File: config.mk
export PLATFORM = sky130hd
export DESIGN_NAME = dag3_result_packer
export DESIGN_NICKNAME = d
export VERILOG_FILES = /design/src/rtl/dag3_pack_pkg.sv /design/src/rtl/dag3_pack_fifo.sv /design/src/rtl/dag3_result_packer.sv
export SDC_FILE = /design/constraint.sdc
export NUM_CORES = 1
export LEC_CHECK = 0
export BUFFER_PORTS_ARGS = -buffer_cell sky130_fd_sc_hd__buf_2
export CORE_UTILIZATION = 64
export DETAILED_ROUTE_END_ITERATION = 10
export GPL_TIMING_DRIVEN = 0
export HOLD_SLACK_MARGIN = 0.12
export PLACE_DENSITY_LB_ADDON = 0.05
export SYNTH_ARGS = -nofsm -noshare
export SYNTH_HDL_FRONTEND = slang
export SYNTH_HIERARCHICAL = 1
export SYNTH_SLANG_ARGS = --single-unit
export TNS_END_PERCENT = 1
File: constraint.sdc
create_clock -name clock -period 8.8 [get_ports clock]
set_input_delay 1.32 -clock clock [delete_from_list [all_inputs] [get_ports clock]]
set_output_delay 1.32 -clock clock [all_outputs]
set_load 0.005 [all_outputs]
File: src/rtl/dag3_pack_pkg.sv
// Shared types and constants for the DAG3 result packer.
package dag3_pack_pkg;

  typedef enum logic {
    WARM = 1'b0,
    RUN  = 1'b1
  } state_t;

  localparam int DROP_W = 8;

  function automatic int SAMPLE_W(input int bits);
    return bits + 1;
  endfunction

endpackage

File: src/rtl/dag3_pack_fifo.sv
// DEPTH-entry synchronous FIFO of packed {count, data} words.
module dag3_pack_fifo #(
  parameter int DW    = 8,
  parameter int DEPTH = 4
) (
  input  logic          clock,
  input  logic          reset_n,
  input  logic          push,
  input  logic          pop,
  input  logic [DW-1:0] wdata,
  output logic [DW-1:0] rdata,
  output logic          full,
  output logic          empty,
  output logic          accept
);

  localparam int AW = $clog2(DEPTH);

  logic [AW:0]   wptr;
  logic [AW:0]   rptr;
  logic [DW-1:0] mem [DEPTH];
  logic          do_pop;

  assign empty  = (wptr == rptr);
  assign full   = (wptr[AW] != rptr[AW]) && (wptr[AW-1:0] == rptr[AW-1:0]);
  assign do_pop = pop && !empty;
  // A pop in the same cycle frees the slot a push into a full FIFO needs.
  assign accept = push && (!full || do_pop);
  assign rdata  = empty ? '0 : mem[rptr[AW-1:0]];

  always_ff @(posedge clock or negedge reset_n) begin
    if (!reset_n) begin
      wptr <= '0;
      rptr <= '0;
    end else begin
      if (accept) wptr <= wptr + 1'b1;
      if (do_pop) rptr <= rptr + 1'b1;
    end
  end

  always_ff @(posedge clock) begin
    if (accept) mem[wptr[AW-1:0]] <= wdata;
  end

endmodule

File: src/rtl/dag3_result_packer.sv
// Packs warm-up-filtered DAG3 result samples into words and buffers them for a ready/valid consumer.
module dag3_result_packer
  import dag3_pack_pkg::*;
#(
  parameter int BITS   = 2,
  parameter int PACK   = 4,
  parameter int DEPTH  = 4,
  parameter int WARMUP = 4
) (
  input  logic                               clock,
  input  logic                               reset_n,
  input  logic                               in_valid,
  input  logic [BITS-1:0]                    res0,
  input  logic                               res1,
  input  logic                               flush,
  output logic                               out_valid,
  input  logic                               out_ready,
  output logic [PACK*SAMPLE_W(BITS)-1:0]     out_data,
  output logic [$clog2(PACK):0]              out_count,
  output logic                               overflow,
  output logic [DROP_W-1:0]                  drop_count
);

  localparam int W     = SAMPLE_W(BITS);
  localparam int DATA_W = PACK * W;
  localparam int CNT_W = $clog2(PACK) + 1;
  localparam int WCW   = $clog2(WARMUP + 1);

  state_t              state_q, state_d;
  logic [WCW-1:0]      warm_cnt;
  logic [DATA_W-1:0]   pack_q, pack_d, merged;
  logic [CNT_W-1:0]    idx_q, idx_d, idx_inc;
  logic                push;
  logic                pop;
  logic                full;
  logic                empty;
  logic                accept;
  logic [CNT_W+DATA_W-1:0] head;

  always_ff @(posedge clock or negedge reset_n) begin
    if (!reset_n) begin
      state_q  <= WARM;
      warm_cnt <= '0;
      pack_q   <= '0;
      idx_q    <= '0;
    end else begin
      state_q <= state_d;
      pack_q  <= pack_d;
      idx_q   <= idx_d;
      if (state_q == WARM) warm_cnt <= warm_cnt + 1'b1;
    end
  end

  // Flush is judged on the index after this cycle's sample has been merged.
  always_comb begin
    state_d = state_q;
    merged  = pack_q;
    idx_inc = idx_q;
    push    = 1'b0;
    if (state_q == WARM) begin
      if (warm_cnt == WCW'(WARMUP - 1)) state_d = RUN;
    end else begin
      if (in_valid) begin
        for (int unsigned i = 0; i < PACK; i++) begin
          if (idx_q == CNT_W'(i)) merged[i*W +: W] = {res1, res0};
        end
        idx_inc = idx_q + 1'b1;
      end
      if (idx_inc == CNT_W'(PACK)) push = 1'b1;
      else if (flush && (idx_inc != '0)) push = 1'b1;
    end
    pack_d = push ? '0 : merged;
    idx_d  = push ? '0 : idx_inc;
  end

  assign pop = !empty && out_ready;

  dag3_pack_fifo #(
    .DW    (CNT_W + DATA_W),
    .DEPTH (DEPTH)
  ) u_fifo (
    .clock   (clock),
    .reset_n (reset_n),
    .push    (push),
    .pop     (pop),
    .wdata   ({idx_inc, merged}),
    .rdata   (head),
    .full    (full),
    .empty   (empty),
    .accept  (accept)
  );

  assign out_valid = !empty;
  assign out_count = head[CNT_W+DATA_W-1:DATA_W];
  assign out_data  = head[DATA_W-1:0];

  always_ff @(posedge clock or negedge reset_n) begin
    if (!reset_n) begin
      overflow   <= 1'b0;
      drop_count <= '0;
    end else if (push && !accept) begin
      overflow <= 1'b1;
      if (drop_count != '1) drop_count <= drop_count + 1'b1;
    end
  end

endmodule

==> run summary <==
OUTCOME
--------------------------------------------------------------------------------------------------
Run status                                                                               completed

TIMING
--------------------------------------------------------------------------------------------------
Part of the cycle the worst path needs                                                       0.401
Layout Skew                                                                                8.15 ps
Slew headroom                                                                                0.396
Fin Hold WS                                                                                 479 ps
Number of max-slew violations in the final report                                                0
Fin Setup TNS                                                                                 0 ps
RSZ-0062 raised after global routing                                                         false
Achievable frequency                                                                       283 MHz
Final setup slack of the worst path                                                        5270 ps
Finish-stage setup viols                                                                         0
Endpoints failing hold                                                                           0
Final critical-path required period                                                        3530 ps
Transition at the pin with the smallest max-transition slack                                906 ps

MIN PATH
--------------------------------------------------------------------------------------------------
Hold Startpoint                                                                        warm_cnt[0]
Worst min path class                                                                  flop to flop

FLOORPLAN
--------------------------------------------------------------------------------------------------
Die width                                                                                  82.4 um
Floorplan die height                                                                       82.4 um
Total core area                                                                         6060 sq um
Overall die area                                                                        6790 sq um
Placement Rows                                                                                  28
Number of primary I/O pins                                                                      33
Initial core utilization                                                                     0.683

GLOBAL ROUTE
--------------------------------------------------------------------------------------------------
Number of global-route vias before repair                                                    2,141
GRT Overall Usage                                                                            0.237
Total global routing overflow                                                                    0
Initial antenna violation count                                                                  0
Largest net degree at the start of global routing                                               35
Wire length of the first global-routing pass                                               11.0 mm

CTS
--------------------------------------------------------------------------------------------------
Clock transition time at the flip-flop clock pins of the worst setup and hold paths          80 ps
Longest Clk Path Bufs                                                                            2
CTS Root Buffer Type                                                                      clkbuf_8
Level count of the clock H-tree                                                                  3
Number of sinks driven by the clock tree                                                        94
Setup bufs post-CTS                                                                              0
# resized after CTS                                                                              0
Source-to-sink clock delay at the later pin of the worst-skew pair                          340 ps
Number of hold buffers added after cts                                                           0
Inserted Clock Buffers                                                                           9
TritonCTS clock tree                                                                           yes

SETUP PATH
--------------------------------------------------------------------------------------------------
Critical path fanouts, max                                                                      11
Signal arrival time at the worst endpoint                                                  3760 ps
Worst setup path class                                                                flop to flop
Longest individual stage delay on the worst path                                            590 ps
Startpoint of the worst-slack reg-to-reg timing path                                  u_fifo/rptr[0]
Top delay family on crit path                                                         simple AND/OR/NAND/NOR gates
CP cell instances                                                                     buf_4 -> xor2_2 -> nor3_2 -> buf_2 -> nor2b_1 -> o41ai_4 -> inv_1 -> nor4_1 -> mux2_2
Worst setup path start                                                                u_fifo/rptr[0]
CP Data Required Time                                                                      9030 ps
Worst Setup Start Kind                                                                        flop
Critical-path top delay cell                                                               o41ai_4
Count of buffer and inverter cells on the critical path                                          3
Worst setup EP type                                                                           flop

DETAILED ROUTING
--------------------------------------------------------------------------------------------------
Post-DRT Antenna Nets                                                                            0
Count of routing violations after the opening detailed-route iteration                         110
# DRC                                                                                            0
Final routed wire length divided by cell count                                             18.3 um
Vias per cell                                                                                 5.67
Number of search-and-repair iterations in the first detailed-routing pass                        4
Overall routed net length                                                                  7.09 mm
Total number of vias                                                                         2,200

FINISH
--------------------------------------------------------------------------------------------------
Register area                                                                           2650 sq um
Synthesis-to-layout area growth                                                              11.8%
Proportion of layout cells with a drive suffix above 1                                       0.313
Net count of the finished layout                                                               329
Number of diodes                                                                                 0
Most common cell after layout, fill and taps aside                                        edfxtp_1
Number of fill cells                                                                           367
Area of the multi-input gates                                                           1390 sq um
Final Cell Area                                                                         4620 sq um
Commonest cells after routing, fill and taps aside                                    edfxtp_1, dfrtp_1, buf_2

POWER AND IR DROP
--------------------------------------------------------------------------------------------------
Sw Share                                                                                     0.343
Int Pwr                                                                                    1.10 mW
Overall Power                                                                              1.68 mW
Static leakage                                                                             1.89 nW
IR Drop Worst-Case VDD                                                                    0.274 mV
Combinational power share                                                                    0.411
Relative contribution of sequential cells to total power                                     0.426
Part of the total power dissipated in the clock network                                      0.163
Power density normalized to cell area                                                  363 nW/um^2
Net switching power                                                                       0.576 mW

LOGIC SYNTHESIS
--------------------------------------------------------------------------------------------------
Sequential cell area fraction in the yosys report                                            0.641
Area share of the largest cell type after synthesis                                          0.435
#FFs+latches synth                                                                              94
Asr flop ratio synth                                                                         0.362
Cell types occupying the most area after synthesis                                    edfxtp_1, dfrtp_1, mux4_2, mux2_2, ha_1
Count of flip-flops with a built-in enable after synthesis                                      60
Number of standard cells after synthesis                                                       262
Area of the mapped netlist                                                              4140 sq um
Library cell with the largest summed area after synthesis                                 edfxtp_1
Post-Syn Area per Cell                                                                  15.8 sq um
Number of distinct standard cells referenced by the synthesized netlist                         41
Primary FF master, synth                                                                  edfxtp_1
Ys Warns                                                                                         6
Syn_nets                                                                                       283

PLACEMENT
--------------------------------------------------------------------------------------------------
Detailed-placement wirelength estimate                                                     4.82 mm
Instance area at placement                                                              4430 sq um
Final Wtd Congestion                                                                         0.726
Buffers on Ports                                                                                32
Setup WS pre-CTS                                                                           4580 ps

RUN
--------------------------------------------------------------------------------------------------
Max Cap Viol                                                                                     0

## power groups by stage
stage                     clock, mW  sequential [mW]  combinational, mW
after floorplan                   0            0.704              0.474
after global placement            0            0.716              0.657
after detailed placement          0            0.723              0.691
after CTS                     0.278            0.714              0.697
after global routing          0.294            0.727              0.768
final                         0.274            0.714              0.689
## synthesized netlist by cell type (2+ instances only)
cell type	number
or2_2	2
nand2_1	13
o311ai_1	2
mux4_2	15
a21oi_1	2
nor3_2	2
clkbuf_1	3
and2_1	15
nor2_1	6
ha_1	13
nor2b_1	16
inv_1	16
edfxtp_1	60
o21ai_0	2
nand4b_1	2
nor3_1	5
mux2_4	2
nand3_1	2
dfrtp_1	34
xor2_1	5
buf_2	2
nor4_1	3
nand4_1	2
xnor2_1	6
mux2_2	16
## kinds of logic after synthesis
group,count (synthesis),synth area share
buffers and inverters,24,0.0254
muxes,34,0.135
AOI/OAI and AO/OA,11,0.0236
adders and majority gates,13,0.0393
and+or+nand+nor,73,0.102
xor gates and xnor gates,13,0.0339
DFF,94,0.641
## final cells by class
class | instances | share of cell area
sequential | 94 | 0.574
multi-input combinational | 144 | 0.300
timing repair buffer | 35 | 0.0419
clock buffer | 12 | 0.0314
tap | 75 | 0.0203
inverter | 16 | 0.0130
clock inverter | 4 | 0.0103
buffer | 8 | 0.00974
## stage by stage
step | instances | utilization
5_1_grt | 388 | 0.763
3_3_place_gp | 369 | 0.725
3_5_place_dp | 372 | 0.731
6_report | 388 | 0.763
4_1_cts | 388 | 0.763
2_1_floorplan | 262 | -
## layer usage
layer  GRT usage  share of wire  vias to the layer above
met5           0              0                        -
met3      0.0418          0.022                        8
met4       0.105         0.0093                        0
met1       0.314           0.45                     1106
li1            -              -                     1053
met2       0.388           0.52                       33
## final timing paths
| kind | cells past startpoint | slack [ps] | endpoint |
|---|---|---|---|
| setup reg to reg | 9 | 5270 | drop_count[6] |
| hold / removal | 1 | 480 | warm_cnt[0] |
| max in group asynchronous | 1 | 7270 | pack_q[4] |
| hold reg to reg | 1 | 480 | warm_cnt[0] |
| setup / recovery | 9 | 5270 | drop_count[6] |
| min in group asynchronous | 1 | 1050 | u_fifo/wptr[2] |
## sequential cells by signal (all words and copies together) (netlist names)
signal / count
u_fifo/mem: 60
state_q: 1
warm_cnt: 3
overflow: 1
pack_q: 12
u_fifo/wptr: 3
u_fifo/rptr: 3
drop_count: 8
idx_q: 3
Power figures use the tool's default switching activity.
